==> src/rtl/teatris_pkg.sv <==
// teatris_pkg: shared FSM state encodings and the 8x8 "FIM" base pattern.
package teatris_pkg;
  typedef enum logic [1:0] {
    OCIOSO  = 2'd0,
    TOCANDO = 2'd1,
    FINAL   = 2'd2
  } estado_t;
  localparam logic [63:0] FIM = 64'h085CFE0FFF0FBF0F;
endpackage

==> src/rtl/teatris_rom_quadros.sv <==
// teatris_rom_quadros: frame ROM revealing the bottom rows of the base pattern, registered output.
module teatris_rom_quadros import teatris_pkg::*; #(
  parameter int LINHAS  = 8,
  parameter int COLUNAS = 8,
  parameter int QUADROS = 4
) (
  input  logic                                   clock,
  input  logic                                   reset,
  input  logic [(QUADROS>1?$clog2(QUADROS):1)-1:0] quadro_i,
  input  logic                                   apagar_i,
  output logic [LINHAS*COLUNAS-1:0]              padrao_o
);
  localparam int W = LINHAS * COLUNAS;
  logic [W-1:0] base, mascara, padrao_q;
  generate
    if (LINHAS == 8 && COLUNAS == 8) begin : g_fim
      assign base = FIM;
    end else begin : g_uns
      assign base = '1;
    end
  endgenerate
  // Row 0 sits in the MSB slice, so the bottom rows are the low-order slices.
  always_comb begin
    mascara = '0;
    for (int r = 0; r < LINHAS; r++)
      if (r < (int'(quadro_i) + 1) * LINHAS / QUADROS) mascara[r*COLUNAS +: COLUNAS] = '1;
  end
  always_ff @(posedge clock) begin
    if (reset) padrao_q <= '0;
    else padrao_q <= apagar_i ? '0 : base & mascara;
  end
  assign padrao_o = padrao_q;
endmodule

==> src/rtl/teatris_animador_fim.sv <==
// teatris_animador_fim: plays the FIM reveal animation frame by frame on tick pulses.
// Optional TEATRIS_PISCA_EN makes the final frame blink every TICKS_QUADRO ticks.
module teatris_animador_fim import teatris_pkg::*; #(
  parameter int LINHAS       = 8,
  parameter int COLUNAS      = 8,
  parameter int QUADROS      = 4,
  parameter int TICKS_QUADRO = 25,
  parameter int LOOP         = 0
) (
  input  logic                                   clock,
  input  logic                                   reset,
  input  logic                                   iniciar,
  input  logic                                   parar,
  input  logic                                   tick,
  output logic [LINHAS*COLUNAS-1:0]              padrao,
  output logic [(QUADROS>1?$clog2(QUADROS):1)-1:0] quadro,
  output logic                                   ativo,
  output logic                                   concluido
);
  localparam int QW = QUADROS > 1 ? $clog2(QUADROS) : 1;
  localparam int CW = TICKS_QUADRO > 1 ? $clog2(TICKS_QUADRO) : 1;
  localparam logic [QW-1:0] QMAX = QW'(QUADROS - 1);
  localparam logic [CW-1:0] CMAX = CW'(TICKS_QUADRO - 1);
  estado_t estado_q;
  logic [QW-1:0] quadro_q;
  logic [CW-1:0] cont_q;
  logic ativo_q, concluido_q, apagar;
`ifdef TEATRIS_PISCA_EN
  logic pisca_q;
  assign apagar = estado_q == OCIOSO || (estado_q == FINAL && !pisca_q);
`else
  assign apagar = estado_q == OCIOSO;
`endif
  always_ff @(posedge clock) begin
    if (reset) begin
      estado_q    <= OCIOSO;
      quadro_q    <= '0;
      cont_q      <= '0;
      ativo_q     <= 1'b0;
      concluido_q <= 1'b0;
`ifdef TEATRIS_PISCA_EN
      pisca_q     <= 1'b1;
`endif
    end else begin
      concluido_q <= 1'b0;
      if (parar) begin
        estado_q <= OCIOSO;
        quadro_q <= '0;
        cont_q   <= '0;
        ativo_q  <= 1'b0;
      end else if (iniciar) begin
        estado_q <= TOCANDO;
        quadro_q <= '0;
        cont_q   <= '0;
        ativo_q  <= 1'b1;
`ifdef TEATRIS_PISCA_EN
        pisca_q  <= 1'b1;
`endif
      end else if (tick && estado_q == TOCANDO) begin
        if (cont_q == CMAX) begin
          cont_q <= '0;
          if (quadro_q == QMAX) begin
            concluido_q <= 1'b1;
            if (LOOP != 0) quadro_q <= '0;
            else begin
              estado_q <= FINAL;
              ativo_q  <= 1'b0;
            end
          end else quadro_q <= quadro_q + QW'(1);
        end else cont_q <= cont_q + CW'(1);
      end
`ifdef TEATRIS_PISCA_EN
      else if (tick && estado_q == FINAL) begin
        cont_q <= cont_q == CMAX ? '0 : cont_q + CW'(1);
        if (cont_q == CMAX) pisca_q <= !pisca_q;
      end
`endif
    end
  end
  teatris_rom_quadros #(.LINHAS(LINHAS), .COLUNAS(COLUNAS), .QUADROS(QUADROS)) u_rom (
    .clock    (clock),
    .reset    (reset),
    .quadro_i (quadro_q),
    .apagar_i (apagar),
    .padrao_o (padrao)
  );
  assign quadro    = quadro_q;
  assign ativo     = ativo_q;
  assign concluido = concluido_q;
endmodule

==> config.mk <==
export PLATFORM = sky130hd
export DESIGN_NAME = teatris_animador_fim
export DESIGN_NICKNAME = d
export VERILOG_FILES = /design/src/rtl/teatris_pkg.sv /design/src/rtl/teatris_rom_quadros.sv /design/src/rtl/teatris_animador_fim.sv
export SDC_FILE = /design/constraint.sdc
export NUM_CORES = 1
export LEC_CHECK = 0
export ABC_AREA = 0
export CAP_MARGIN = 30
export CORE_MARGIN = 1
export CORE_UTILIZATION = 36
export DETAILED_ROUTE_END_ITERATION = 10
export GPL_ROUTABILITY_DRIVEN = 0
export GPL_TIMING_DRIVEN = 0
export PLACE_DENSITY_LB_ADDON = 0.15
export SLEW_MARGIN = 5
export SYNTH_ARGS = -nofsm -noshare
export SYNTH_HDL_FRONTEND = slang
export SYNTH_SLANG_ARGS = --single-unit
==> constraint.sdc <==
create_clock -name clock -period 1.95 [get_ports clock]
set_clock_uncertainty 0.2 [all_clocks]
set_input_delay 0.2925 -clock clock [delete_from_list [all_inputs] [get_ports clock]]
set_output_delay 0.2925 -clock clock [all_outputs]
set_load 0.02 [all_outputs]
After elaboration in Yosys (flattened, before gate mapping)
Index checks and enable logic that the tools add are counted.

storage, ports and cells
  bits in registers = 75
  output and inout bits = 68
  word-level logic and storage cells = 55
  input bits = 5

cells by class
  $add $sub $neg = 3
  eq/ne operators = 3
  bitwise gates (word level) = 3
  muxes and demuxes = 18
  magnitude comparators = 8
  reduce and logical (&&, ||, !) cells = 12

operators with widths
  kind                                                         number
  less-than comparator 4 x 30 -> 1 bit (first input constant)  4
  less-than comparator 3 x 30 -> 1 bit (first input constant)  2
  two-way mux 8 bit                                            3
  two-way mux 4 bit                                            4
  two-way mux 1 bit                                            9
  AND reduction 3 bit                                          3
  less-than comparator 1 x 4 -> 1 bit (first input constant)   2
  two-way mux 7 bit                                            1
  nonzero test 2 bit                                           3
  adder 5 x 1 -> 5 bit (second input constant)                 1
  == test 5 bit (second input constant)                        1
  two-way mux 5 bit                                            1
  OR reduction 5 bit                                           1
  OR reduction 2 bit                                           2
  adder 2 x 1 -> 3 bit (second input constant)                 1
  inverter 1 bit                                               3
  OR reduction 3 bit                                           1
  adder 2 x 1 -> 2 bit (second input constant)                 1
  == test 2 x 1 -> 1 bit (second input constant)               1
  == test 2 bit (second input constant)                        1
  zero test 2 bit                                              1
  logical AND 1 bit                                            1

Depth between registers and ports, before layout
Gate-level depths: netlist of run 1.

  depth in word-level cells = 5
  mapped depth = 5
  mapped depth without buffers = 5

Hierarchy
Synthesis of run 1 repeated with hierarchy kept, for this count alone.

second synthesis, totals
  cells, all modules = 123
  area, all modules = 1051.0 um^2

by module, submodules not included
  module                cells each  area each (um^2)  instances  sequential area each (um^2)
  teatris_rom_quadros   69          561.8             1          80.1
  teatris_animador_fim  54          489.2             1          200.2

Least setup slack after synthesis of run 1
Ideal clock, no wire load.

  kind = reg2reg
  start = reg, netlist name ativo
  end = reg cont_q[3]
  cell stages (with the launch flop) = 5
  data required time = 1.662 ns
  path slack = 0.500 ns
  buffers on the path = 1
  library setup time = 0.088 ns
  data arrival time = 1.162 ns
  cell sequence = dfxtp_1 > and3b_1 > buf_6 > a41oi_2 > a311oi_2

RTL lines
  what                  line                        RTL
  to (signal assigned)  teatris_animador_fim.sv:70  end else cont_q <= cont_q + CW'(1);
  to (decl)             teatris_animador_fim.sv:26  logic [CW-1:0] cont_q;

==> impl_metrics.ini, run 1 <==
[drt]
drc = 9
ant_nets = 0
drtIter0Drc = 35
routed_wl_um = 2142
dr.pass1.iters = 7
wl_per_cell_um = 9.233
via_per_inst = 4.073
vias = 945

[finish]
nNetsFinal = 213
multiInputGateArea_um2 = 427.9
syn2layout_area_growth_pct = 58.17
nFillCells = 265
diodes = 0
drive_gt1_share_pct = 36.32
fin_area_um2 = 1755
layout.area.seq_um2 = 291.5

[hold_path]
hold-path-endpoint = quadro[1]
hold_path.class = flip-flop to flip-flop
whs_path_depth = 2
hold_start = quadro[1]

[clocking]
post-cts-setup-buffers = 0
clock_latency_ns = 0.27
cts_made_buffers = 3
clk_pin_slew_ns = 0.08
clockRootBuffer = clkbuf_4
h-tree-depth = 1
cts_buffer_depth = 2
cts_tree = built
cts.sinks = 14

[run_status]
violations = design-rule violations
status = finished, violations left

[power_and_ir_drop]
clkPwrFrac_pct = 26.1
leakage_uw = 0.0009240
ir_drop_uv = 401.1
pwr-share-comb_pct = 25.2
p_int_uw = 426.4
switching_share_pct = 27.85
switchingPower_uw = 164.6
power_density_nw_per_um2 = 336.7
p_seq_share_pct = 48.8

[worst_setup_path]
cp-start-kind = flip-flop
r2r_cells = 5
crit_fanout = 11
cpMaxStageDelayCell = clkdlybuf4s50_1
cp-end-kind = output pin
required_ns = 1.46
r2r-end = cont_q[2]
rrSetupSlack_ns = 0.41
crit_chain = buf_4 > clkdlybuf4s50_1
arrival_ns = 1.38
r2r_start = cont_q[0]
critPathMaxStageDelay_ns = 0.60
crit_type = flip-flop to output pin

[sta]
slew_violations = 0
finalCritPeriodShare_pct = 96.19
finalHoldViolations = 0
setup_viol = 0
period_needed_ns = 1.876
max_freq_mhz = 533.1
rsz0062_at_grt = no
fin_tns_setup_ns = 0

[synth]
synth_area_um2 = 1110
yosysWarnings = 0
synth-seq-cells = 14
syn_area_per_cell_um2 = 8.739
yosysUniqueCellTypes = 26
yosysSeqAreaShare_pct = 25.25
syn-instance-count = 127

[place]
portBuffers = 47
place_hpwl_um = 1789
placed_area_um2 = 1709

[global_route]
grt_max_degree = 13
grt_pass1_vias = 755
gr-usage-all-layers_pct = 12.73
antenna_found_initial = 0
grt_pass1_wl_um = 3291
overflow = 0

[floorplanning]
start_util_pct = 39.23
coreArea_um2 = 2829
die_y_um = 57.53
num_io_pins = 73
fp-row-count = 19
fp.dieArea_um2 = 3309
die_x_um = 57.53

[flow_run]
maxCapViolations = 0
[placed cells by master, fill, tap and decap left out]
cell type,count
a21oi_1,5
a311oi_1,2
a311oi_2,1
a31oi_1,2
a41oi_1,1
a41oi_2,1
and3b_1,1
and4b_1,1
buf_4,61
buf_6,2
clkbuf_4,3
clkdlybuf4s50_1,40
conb_1,25
dfxtp_1,11
dfxtp_4,3
dlymetal6s2s_1,6
ha_1,5
inv_1,5
nand2_1,6
nand3_1,4
nand3b_1,1
nand4_1,2
nand4b_4,1
nor2_1,4
nor3_1,2
nor4_2,1
o21ai_0,1
o21bai_1,1
o31ai_1,2
or3_1,1
[routing by layer]
layer,vias to the layer above,routed length [um],share of wire [%],track usage [%]
met5,-,0,0,0
met4,0,22,1.0,5.226
met3,2,177,8.3,3.401
met2,39,1177,55,24.25
met1,411,765,36,12.92
li1,493,-,-,-
[per-stage QoR]
stage	hold WS, ns	total power, uW	utilization (%)	worst slack [ns]	instances
floorplan	0.2011	414.1	-	0.5001	151
global placement	0.2957	444.3	60.42	0.1631	229
detailed placement	0.3063	445.5	60.42	0.1652	229
CTS	0.3178	602.6	61.26	0.0004754	232
global route	0.3415	625.2	62.05	0.005831	232
finish	0.3142	591.0	62.05	0.07435	232
[power groups by stage]
stage                     combinational (uW)  sequential [uW]  clock [uW]
after floorplan                          114              300           0
after global routing                     158              289         179
after detailed placement                 147              299           0
after CTS                                147              292         164
final                                    149              288         154
after global placement                   146              298           0
[worst max-delay path, delay by kind of cell, from the launching register on]
kind,cells,cell delay (ns)
buffers and inverters,2,0.72
DFF,1,0.40
[kinds of logic after synthesis]
family / after synthesis / synth area share (%)
other: 1 / 0.3379
adder cells (fa/ha/maj): 5 / 5.637
AO/OA/AOI/OAI: 16 / 11.05
flip-flops: 14 / 25.25
buffers and inverters: 67 / 44.31
AND/OR/NAND/NOR: 24 / 13.42
[state kept, by name (all words and copies together), names as in the netlist]
register	count
u_rom.padrao_o	4
estado_q	1
concluido	1
quadro	2
cont_q	5
ativo	1
[area by class of cell]
cell class / count / share of cell area, %
plain buffers: 62 / 26.94
clock buffers: 3 / 1.283
inverters: 5 / 1.069
multi-input cells: 70 / 24.38
flip-flops and latches: 14 / 16.61
well taps: 31 / 2.210
repair buffers: 47 / 27.51
[timing repair]
action	4_1_cts	5_1_grt
hold buffers	0	0
cloned	0	0
endpoints found under the setup margin	34	34
gates resized for setup	4	9
[synthesized netlist by cell type]
cell type / number / area share (%)
a21oi_1: 5 / 2.3
a311oi_1: 2 / 1.6
a311oi_2: 1 / 1.4
a31oi_1: 2 / 1.1
a41oi_1: 1 / 0.79
a41oi_2: 1 / 1.5
and3b_1: 1 / 0.79
and4b_1: 1 / 0.90
buf_4: 60 / 41
buf_6: 2 / 2.0
conb_1: 1 / 0.34
dfxtp_1: 14 / 25
ha_1: 5 / 5.6
inv_1: 5 / 1.7
nand2_1: 6 / 2.0
nand3_1: 4 / 1.8
nand3b_1: 1 / 0.68
nand4_1: 2 / 1.1
nand4b_4: 1 / 2.1
nor2_1: 4 / 1.4
nor3_1: 2 / 0.90
nor4_2: 1 / 1.1
o21ai_0: 1 / 0.45
o21bai_1: 1 / 0.68
o31ai_1: 2 / 1.4
or3_1: 1 / 0.56
[worst max path at each step]
stage | end | start | slack, ns | cells past startpoint
floorplan | cont_q[3] | ativo | 0.50 | 4
global placement | concluido | reset | 0.16 | 4
detailed placement | cont_q[3] | tick | 0.17 | 5
CTS | padrao[42] | u_rom.padrao_o[47] | 0.0005 | 2
global route | padrao[18] | u_rom.padrao_o[31] | 0.006 | 2
finish | padrao[12] | u_rom.padrao_o[15] | 0.07 | 2
Note: power is estimated with default switching activity, not from simulation.
==> inputs of run 2 (changes only) <==
- CORE_UTILIZATION: 36 -> 32
- PLACE_DENSITY: default -> 0.86
- PLACE_DENSITY_LB_ADDON: 0.15 -> default
- clock period: 1.95 -> 1.6 ns (I/O delays scaled with it)
==> run 2 against run 1 <==
  * The run now ends clean
  * Critical endpoint is now padrao[26]
  * Setup slack worse by 0.010 ns
  * Utilization decreased by 11 points
  * Sequential share of layout area is 0.75 points higher
==> impl_metrics.ini, run 2 (synthesis results as in run 1) <==
[drt]
ant_nets = 0
wl_met3_um = 200
dr.pass1.iters = 4
m1WireLength_um = 853
drtIter0Drc = 27
vias = 972
highest-signal-layer = met4
via_per_inst = 3.919
wl_per_cell_um = 8.556
routed_wl_um = 2122
wl_met2_um = 1057
drc = 0

[finish]
top_register = cont_q
multiInputGateArea_um2 = 427.9
drive_gt1_share_pct = 43.07
nNetsFinal = 213
largest_register_ffs = 5
syn2layout_area_growth_pct = 54.57
nFillCells = 320
stdcell_count = 248
mostFrequentLayoutCells = 61 x buf_4, 25 x conb_1, 21 x clkdlybuf4s15_1
final_common_cell = buf_4
diodes = 0
layout.area.seq_um2 = 297.8

[floorplanning]
fp.dieArea_um2 = 3708
coreArea_um2 = 3337
die_y_um = 60.89
fp-row-count = 21
num_io_pins = 73
die_x_um = 60.89
start_util_pct = 33.26

[global_route]
overflow = 0
grt_pass1_vias = 747
grt_pass1_wl_um = 3277
gr-usage-all-layers_pct = 11.54
antenna_found_initial = 0
grt_max_degree = 13

[worst_setup_path]
rrSetupSlack_ns = 0.11
crit_fanout = 12
r2r_cells = 5
r2r-end = cont_q[3]
r2r_start = cont_q[0]
critPathMaxStageDelay_ns = 0.42
crit_type = flip-flop to output pin
required_ns = 1.16
arrival_ns = 1.10
cp-start-kind = flip-flop
cpMaxStageDelayCell = dfxtp_4
cp-end-kind = output pin
crit_chain = buf_4 > clkdlybuf4s15_1

[clocking]
cts.sinks = 14
cts_hold_buf = 0
clockRootBuffer = clkbuf_4
cts.repair.resized = 51
post-cts-setup-buffers = 0
clk_pin_slew_ns = 0.08
cts_buffer_depth = 2
h-tree-depth = 1
cts_made_buffers = 3
cts_tree = built
clock_latency_ns = 0.27

[place]
portBuffers = 47
dp_cells = 244
place_hpwl_um = 1703
dp_worst_setup_slack_ns = -0.1813

[sta]
whs_ns = 0.2910
period_needed_ns = 1.536
setup_viol = 0
max_freq_mhz = 651.1
slew_violations = 0
rsz0062_at_grt = no
fin_tns_setup_ns = 0
finalCritPeriodShare_pct = 95.99
setup_ws_ns = 0.06410
finalHoldViolations = 0

[power_and_ir_drop]
power_density_nw_per_um2 = 449.3
ir_drop_uv = 427.9
leakage_uw = 0.0009090

[hold_path]
hold_start = cont_q[1]
hold_path.class = flip-flop to flip-flop
hold-path-endpoint = cont_q[1]
whs_path_depth = 2

[flow_run]
maxCapViolations = 0

[run_status]
status = finished clean
run 2: changes by cell type in the layout (fill, tap and decap cells not counted):
cell / delta
clkbuf_8: +1
clkbuf_2: +10
dfxtp_4: +1
dlygate4sd2_1: +11
clkdlybuf4s15_1: +21
clkdlybuf4s50_1: -36
dfxtp_2: +2
dlymetal6s2s_1: -6
dfxtp_1: -3
run 2: critical path, delay by kind of cell (launching register included):
kind | cells | cell delay [ns]
DFF | 1 | 0.42
buffers and inverters | 2 | 0.40
run 2: routing by layer:
layer | track usage (%) | vias to the layer above
li1 | - | 491
met3 | 3.625 | 2
met4 | 0.9740 | 0
met2 | 22.45 | 47
met1 | 12.60 | 432
met5 | 0 | -
run 2: stage by stage:
stage | utilization, % | area (um2) | total power (uW)
2_1_floorplan | - | 1200 | 504.7
3_3_place_gp | 51.78 | 1728 | 542.0
3_5_place_dp | 51.78 | 1728 | 542.7
4_1_cts | 51.59 | 1722 | 780.2
5_1_grt | 51.41 | 1715 | 819.8
6_report | 51.41 | 1715 | 770.7
run 2: layout make-up:
class,instances,area share [%]
tap,46,3.355
clock buffer,4,2.115
multi-input combinational,70,24.95
inverter,5,1.094
buffer,62,27.57
timing repair buffer,47,23.56
sequential,14,17.36
run 2: power breakdown:
| part | total (uW) | internal, uW | switching [uW] |
|---|---|---|---|
| Combinational | 175 | 79.4 | 95.2 |
| Sequential | 350 | 345 | 4.79 |
| Clock | 247 | 138 | 108 |
run 2: worst max path at each step:
stage	startpoint	endpoint	slack, ns	cells after the start
after floorplan	ativo	cont_q[3]	0.15	4
after global placement	reset	concluido	-0.17	4
after detailed placement	u_rom.padrao_o[31]	padrao[28]	-0.18	2
after CTS	u_rom.padrao_o[31]	padrao[31]	0.004	2
after global routing	u_rom.padrao_o[31]	padrao[24]	0.0001	2
final	u_rom.padrao_o[31]	padrao[26]	0.06	2
==> inputs of run 3 (changes only) <==
- ABC_CLOCK_PERIOD_IN_PS: default -> 1600
==> results of run 3 <==
Final layout, timing and power as in run 2 (identical DEF).
